### config.mk
export PLATFORM = sky130hd
export DESIGN_NAME = bin2bcd_seq
export DESIGN_NICKNAME = d
export VERILOG_FILES = /design/src/rtl/bin2bcd_seq.sv
export SDC_FILE = /design/constraint.sdc
export NUM_CORES = 1
export LEC_CHECK = 0
export CAP_MARGIN = 5
export CORE_UTILIZATION = 39
export CTS_BUF_LIST = sky130_fd_sc_hd__clkbuf_4 sky130_fd_sc_hd__clkbuf_8
export DETAILED_ROUTE_END_ITERATION = 16
export DONT_BUFFER_PORTS = 1
export PLACE_DENSITY = 0.49
export SYNTH_ARGS = -nofsm -noshare
export SYNTH_HDL_FRONTEND = slang
export SYNTH_SLANG_ARGS = --single-unit
### constraint.sdc
create_clock -name clk -period 5.7 [get_ports clk]
set_clock_uncertainty 0.1 [all_clocks]
set_input_delay 1.71 -clock clk [delete_from_list [all_inputs] [get_ports clk]]
set_output_delay 1.71 -clock clk [all_outputs]
set_load 0.005 [all_outputs]
### src/rtl/bin2bcd_seq.sv
// Sequential 16-bit binary to 4-digit BCD converter (double-dabble, 17 cycles per conversion).
// Optional BIN2BCD_OVF_DASH_EN: overflow shows 16'hAAAA instead of saturating to BCD(SAT_VAL).
module bin2bcd_seq #(
  parameter int unsigned SAT_VAL = 9999
) (
  input  logic        clk,
  input  logic        clr,
  input  logic        start,
  input  logic [15:0] bin,
  output logic        busy,
  output logic        done,
  output logic        ovf,
  output logic [15:0] bcd
);

  typedef enum logic [1:0] {
    IDLE  = 2'd0,
    SHIFT = 2'd1,
    DONE  = 2'd2
  } state_t;

  function automatic logic [15:0] to_bcd(input int unsigned v);
    logic [15:0] r;
    r[15:12] = 4'((v / 1000) % 10);
    r[11:8]  = 4'((v / 100) % 10);
    r[7:4]   = 4'((v / 10) % 10);
    r[3:0]   = 4'(v % 10);
    return r;
  endfunction

  localparam logic [15:0] SAT16 = 16'(SAT_VAL);
`ifdef BIN2BCD_OVF_DASH_EN
  localparam logic [15:0] OVF_PAT = 16'hAAAA;
`else
  localparam logic [15:0] OVF_PAT = to_bcd(SAT_VAL);
`endif

  state_t      state;
  logic [15:0] binreg;
  logic [15:0] scratch;
  logic [4:0]  cnt;
  logic        ovf_next;
  logic [15:0] adj;

  // add-3 correction, 4-bit modular per digit
  always_comb begin
    adj = scratch;
    for (int i = 0; i < 4; i++) begin
      if (scratch[4*i +: 4] >= 4'd5)
        adj[4*i +: 4] = scratch[4*i +: 4] + 4'd3;
    end
  end

  always_ff @(posedge clk or posedge clr) begin
    if (clr) begin
      state    <= IDLE;
      binreg   <= '0;
      scratch  <= '0;
      cnt      <= '0;
      ovf_next <= 1'b0;
      busy     <= 1'b0;
      done     <= 1'b0;
      ovf      <= 1'b0;
      bcd      <= '0;
    end else begin
      done <= 1'b0;
      case (state)
        IDLE: begin
          if (start) begin
            binreg   <= bin;
            scratch  <= '0;
            cnt      <= '0;
            ovf_next <= (bin > SAT16);
            busy     <= 1'b1;
            state    <= SHIFT;
          end
        end
        SHIFT: begin
          // bit shifted out of adj[15] is dropped; only overflow operands reach it
          scratch <= {adj[14:0], binreg[15]};
          binreg  <= {binreg[14:0], 1'b0};
          cnt     <= cnt + 5'd1;
          if (cnt == 5'd15)
            state <= DONE;
        end
        DONE: begin
          bcd   <= ovf_next ? OVF_PAT : scratch;
          ovf   <= ovf_next;
          done  <= 1'b1;
          busy  <= 1'b0;
          state <= IDLE;
        end
        default: begin
          busy  <= 1'b0;
          state <= IDLE;
        end
      endcase
    end
  end

endmodule

==> flow_metrics.env, run 1 <==
export IMPL_internal_power_mw=1.12
export IMPL_die_h_um=85.9
export IMPL_wl_per_cell_um=14.6
export IMPL_finalHoldViolations=0
export IMPL_syn_area_mm2=0.00275
export IMPL_status="finished, final reports clean"
export IMPL_clk_pin_slew_ps=70
export IMPL_io_pins=38
export IMPL_final_cell_mix="dfrtp_1 (59), nand2_1 (51), o21ai_0 (33)"
export IMPL_p_comb_frac=0.339
export IMPL_max_slew_margin=0.448
export IMPL_finalCritPeriodShare=0.510
export IMPL_clkPwrFrac=0.249
export IMPL_hold_path_class="register to register"
export IMPL_drt_iter0_drc=104
export IMPL_leakage_nw=1.39
export IMPL_ctsHoldBuffers=0
export IMPL_coreArea_mm2=0.00679
export IMPL_dieArea_mm2=0.00738
export IMPL_viasPerCell=4.99
export IMPL_rsz0062_at_grt="false"
export IMPL_firstDrtPassIters=4
export IMPL_clk_path_buf_depth=2
export IMPL_pwr_density_cell_mw_per_mm2=583
export IMPL_finalCriticalPeriod_ps=2910
export IMPL_fmax_ghz=0.344
export IMPL_swShare=0.368
export IMPL_htree_levels=3
export IMPL_final_common_cell="dfrtp_1"
export IMPL_syn_nets=308
export IMPL_clk_latency_ps=330
export IMPL_hpwl_um=3480
export IMPL_p_switching_mw=0.653
export IMPL_grt_pass1_wl_um=9320
export IMPL_globalRouteTotalUtil=0.165
export IMPL_fp_row_count=30
export IMPL_critPathMaxFanout=19
export IMPL_required_ps=5810
export IMPL_finalSetupViolCount=0
export IMPL_drtAntennaViolNets=0
export IMPL_startpoint_type="input port"
export IMPL_ys_warn_count=0
export IMPL_synth_cell_types=32
export IMPL_drc=0
export IMPL_finish_utilization=0.448
export IMPL_report_final_slew_viol_count=0
export IMPL_start_util=0.404
export IMPL_netlist_instances=279
export IMPL_drive_gt1_frac=0.106
export IMPL_grt_max_degree=44
export IMPL_postSynth_asyncResetShare=1.00
export IMPL_place_congestion=0.730
export IMPL_n_antenna_cell=0
export IMPL_cts_tree="yes"
export IMPL_synth_edf_count=0
export IMPL_layout_nets=306
export IMPL_ys_flop_type="dfrtp_1"
export IMPL_p_seq_frac=0.411
export IMPL_portBuffers=0
export IMPL_cts_root_buf="clkbuf_8"
export IMPL_path_class="input port to register"
export IMPL_irDropWorstVdd_mv=0.312
export IMPL_crit_path_end_kind="register"
export IMPL_synth_area_top_cells="dfrtp_1 (54%), nand2_1 (7.0%), o21ai_0 (6.0%), ha_1 (4.6%), a22oi_1 (3.8%)"
export IMPL_overflow=0
export IMPL_crit_arrival_ps=3020
export IMPL_yosysTopAreaCell="dfrtp_1"
export IMPL_cts_sinks=59
export IMPL_worst_pin_slew_ps=827
export IMPL_via_count=1887
export IMPL_ys_seq_area_frac=0.537
export IMPL_grt_antenna_before_repair=0
export IMPL_setup_tns_ps=0
export IMPL_cap_violations=0
export IMPL_grt_pass1_vias=1860
export IMPL_fp_dieW_um=85.9
export IMPL_cts_resized=0
export IMPL_ys_ff_latch=59
export IMPL_syn_avg_cell_area_um2=9.85
export IMPL_netlist_area_leader_share=0.537
export IMPL_totalWireLength_um=5500
export IMPL_areaGrowthSynthToFinish_pct=10.8
export IMPL_numCtsBuffers=9
export IMPL_postCtsSetupBuffers=0
[cells by family after synthesis]
logic type / synth area share
multiplexers: 0.0205
XOR/XNOR: 0.0159
AND/OR/NAND/NOR: 0.173
flip-flops: 0.537
AO/OA/AOI/OAI: 0.160
adder cells (fa/ha/maj): 0.0455
buffers and inverters: 0.0483
[critical path, stage by stage]
cell     delay, ps
nor3b_4        670
nor2_2         300
o21ai_0        230
o21ai_0        100
[state kept, by name (all words and copies together), names as in the netlist]
| register | count |
|---|---|
| ovf | 1 |
| scratch | 16 |
| state | 2 |
| cnt | 5 |
| done | 1 |
| busy | 1 |
| bcd | 16 |
| ovf_next | 1 |
| binreg | 16 |
[power groups by stage]
stage / Combinational [mW] / Clock (mW) / Sequential, mW
after floorplan: 0.530 / 0 / 0.686
final: 0.602 / 0.442 / 0.730
after CTS: 0.612 / 0.458 / 0.731
after global routing: 0.701 / 0.472 / 0.759
after global placement: 0.594 / 0 / 0.739
after detailed placement: 0.606 / 0 / 0.738
[Yosys cell counts, types with 4 or more instances]
cell type	number
mux2_2	5
inv_1	12
a21oi_1	6
nand2b_1	10
xnor2_1	4
ha_1	10
o21ai_0	33
o31ai_1	10
a32o_1	4
buf_2	10
dfrtp_1	59
clkbuf_1	5
a22oi_1	14
nand2_1	51
nor2_1	13
nand3_1	15
[cell type report]
| class | instances | area (um^2) |
|---|---|---|
| Clock buffer | 12 | 159 |
| Clock inverter | 4 | 72.6 |
| Fill cell | 671 | 3750 |
| Inverter | 12 | 45.0 |
| Multi-Input combinational cell | 191 | 1140 |
| Sequential cell | 59 | 1480 |
| Tap cell | 96 | 120 |
| Timing Repair Buffer | 4 | 30.0 |
[path summary, 6_finish.rpt]
kind                                   startpoint                      to  slack [ps]  cells past startpoint
max                                         start      cnt[2]$_DFFE_PP0P_        2790                      4
max reg2reg                  state[1]$_DFFE_PP0P_      cnt[2]$_DFFE_PP0P_        3650                      4
min in group asynchronous                     clr      bcd[3]$_DFFE_PP0P_        1120                      1
max in group asynchronous                     clr    state[0]$_DFFE_PP0P_        3500                      2
min reg2reg                binreg[15]$_DFFE_PP0P_  scratch[0]$_DFFE_PP0P_         380                      2
min                        binreg[15]$_DFFE_PP0P_  scratch[0]$_DFFE_PP0P_         380                      2
[metal layers]
| metal | part of all wire | GRT usage | up-vias |
|---|---|---|---|
| met5 | 0 | 0 | - |
| met4 | 0.020 | 0.0864 | 0 |
| met3 | 0.042 | 0.0414 | 8 |
| met2 | 0.41 | 0.227 | 34 |
| met1 | 0.53 | 0.238 | 893 |
| li1 | - | - | 952 |
[through the flow]
| stage | std cells | power [mW] | setup WS [ps] | cell area [um^2] | hold slack (ps) |
|---|---|---|---|---|---|
| 2_1_floorplan | 279 | 1.22 | 2430 | 2750 | 346 |
| 3_3_place_gp | 362 | 1.33 | 2460 | 2810 | 358 |
| 3_5_place_dp | 362 | 1.34 | 2480 | 2810 | 366 |
| 4_1_cts | 378 | 1.80 | 2830 | 3040 | 385 |
| 5_1_grt | 378 | 1.93 | 2650 | 3040 | 408 |
| 6_report | 378 | 1.77 | 2790 | 3040 | 380 |
Power figures use the tool's default switching activity.
==> run 2: changes to the inputs <==
PLACE_DENSITY = 0.51   (was 0.49)
clock period = 2.4 ns   (was 5.7 ns; I/O delays follow)
==> run 2 against run 1 <==
Against the previous run: sequential power grew 140%; combinational power grew 140%; design area grew 1.2%; critical path type is now register to register; final cell count grew 1.1%; non-clock buffer count grew 4; count of clock-buffer cells in the layout shrank 1; worst hold slack lost 160 ps.
==> flow_metrics.env, run 2 (same netlist as run 1, synthesis figures left out) <==
export IMPL_worst_slack_ps=545
export IMPL_cpLargestDelayFamily="compound AO/OA/AOI/OAI gates"
export IMPL_swShare=0.367
export IMPL_report_final_slew_viol_count=0
export IMPL_areaGrowthSynthToFinish_pct=12.2
export IMPL_cap_violations=0
export IMPL_clkPwrFrac=0.243
export IMPL_internal_power_mw=2.68
export IMPL_seqCellArea_mm2=0.00148
export IMPL_via_count=1923
export IMPL_layout_nets=310
export IMPL_slowest_delay_ps=410
export IMPL_setup_tns_ps=0
export IMPL_required_ps=2550
export IMPL_overflow=0
export IMPL_critPathMaxFanout=4
export IMPL_dp_cells=366
export IMPL_finalCriticalPeriod_ps=1850
export IMPL_rsz0062_at_grt="false"
export IMPL_nFillCells=676
export IMPL_cts_resized=0
export IMPL_grt_pass1_vias=1968
export IMPL_totalWireLength_um=5460
export IMPL_path_buf_inv=1
export IMPL_numCtsBuffers=9
export IMPL_crit_arrival_ps=2000
export IMPL_firstDrtPassIters=4
export IMPL_path_class="register to register"
export IMPL_place_congestion=0.703
export IMPL_placed_cell_area_mm2=0.00286
export IMPL_fp_row_count=30
export IMPL_top_usage_layer="met2"
export IMPL_fmax_ghz=0.539
export IMPL_wl_per_cell_um=14.3
export IMPL_htree_levels=3
export IMPL_grt_pass1_wl_um=9540
export IMPL_fin_area_mm2=0.00308
export IMPL_finalCritPeriodShare=0.773
export IMPL_fp_dieW_um=85.9
export IMPL_grt_antenna_before_repair=0
export IMPL_clk_latency_ps=340
export IMPL_place_ws_ps=401
export IMPL_p_switching_mw=1.56
export IMPL_hold_path_class="input port to asynchronous set/reset pin"
export IMPL_worstPathCellList="inv_1 > ha_1 > nand2b_1 > a21oi_1 > mux2_2 > o21ai_0"
export IMPL_n_antenna_cell=0
export IMPL_dieArea_mm2=0.00738
export IMPL_io_pins=38
export IMPL_status="finished, final reports clean"
export IMPL_grt_util_met3=0.0693
export IMPL_p_comb_frac=0.346
export IMPL_globalRouteTotalUtil=0.170
export IMPL_startpoint_type="register"
export IMPL_irDropWorstVdd_mv=0.833
export IMPL_coreArea_mm2=0.00679
export IMPL_drive_gt1_frac=0.119
export IMPL_critPathSlowestCell="dfrtp_1"
export IMPL_cts_sinks=59
export IMPL_cts_root_buf="clkbuf_8"
export IMPL_finish_utilization=0.454
export IMPL_drtAntennaViolNets=0
export IMPL_final_cell_mix="dfrtp_1 (59), nand2_1 (51), o21ai_0 (33)"
export IMPL_worst_pin_slew_ps=556
export IMPL_finalHoldViolations=0
export IMPL_hpwl_um=3650
export IMPL_pwr_density_cell_mw_per_mm2=1370
export IMPL_grt_use_met2=0.243
export IMPL_grt_max_degree=60
export IMPL_die_h_um=85.9
export IMPL_portBuffers=0
export IMPL_final_cells=382
export IMPL_met1_usage=0.234
export IMPL_crit_path_end_kind="register"
export IMPL_max_slew_margin=0.629
export IMPL_drt_iter0_drc=148
export IMPL_final_common_cell="dfrtp_1"
export IMPL_multi_input_area_mm2=0.00114
export IMPL_cts_tree="yes"
export IMPL_leakage_nw=1.41
export IMPL_postCtsSetupBuffers=0
export IMPL_clk_path_buf_depth=2
export IMPL_viasPerCell=5.03
export IMPL_ctsHoldBuffers=0
export IMPL_p_seq_frac=0.411
export IMPL_reg_top3="bcd (16), binreg (16), scratch (16)"
export IMPL_clk_pin_slew_ps=70
export IMPL_start_util=0.404
export IMPL_finalSetupViolCount=0
export IMPL_drc=0
==> run 2: cell count changes in the layout (fill, tap and decap cells not counted) <==
cell and change:
buf_4 +3, clkinvlp_4 -1, buf_12 +1, clkbuf_4 -1
clkinv_2 +2
==> run 2: power groups by stage <==
stage / sequential [mW] / combinational, mW / clock [mW]
after floorplan: 1.63 / 1.26 / 0
after global placement: 1.76 / 1.46 / 0
after detailed placement: 1.76 / 1.49 / 0
after CTS: 1.75 / 1.50 / 1.05
after global routing: 1.81 / 1.72 / 1.09
final: 1.74 / 1.47 / 1.03
==> run 2: layout make-up <==
class	instances	area share
Clock buffer	11	0.0491
Multi-Input combinational cell	191	0.370
Tap cell	96	0.0390
Timing Repair Buffer	8	0.0235
Clock inverter	5	0.0244
Inverter	12	0.0146
Sequential cell	59	0.479
==> run 2: per-layer routing <==
metal / routed length, um / part of all wire / vias up
li1: - / - / 966
met1: 2840 / 0.52 / 917
met2: 2280 / 0.42 / 34
met3: 274 / 0.050 / 6
met4: 68 / 0.012 / 0
met5: 0 / 0 / -
==> run 2: through the flow <==
step | hold WS [ps] | total power, mW
detailed placement | 364 | 3.25
finish | 222 | 4.24
CTS | 229 | 4.30
global placement | 361 | 3.22
floorplan | 346 | 2.89
global route | 237 | 4.63
==> run 2: worst paths after layout <==
check,from,end,slack (ps),cells past startpoint
worst max register to register,scratch[0]$_DFFE_PP0P_,scratch[2]$_DFFE_PP0P_,550,6
worst min-delay path,clr,scratch[14]$_DFFE_PP0P_,220,2
min in group clk,binreg[3]$_DFFE_PP0P_,binreg[3]$_DFFE_PP0P_,380,2
worst min register to register,binreg[3]$_DFFE_PP0P_,binreg[3]$_DFFE_PP0P_,380,2
worst max-delay path,scratch[0]$_DFFE_PP0P_,scratch[2]$_DFFE_PP0P_,550,6
max in group asynchronous,clr,cnt[4]$_DFFE_PP0P_,1730,2
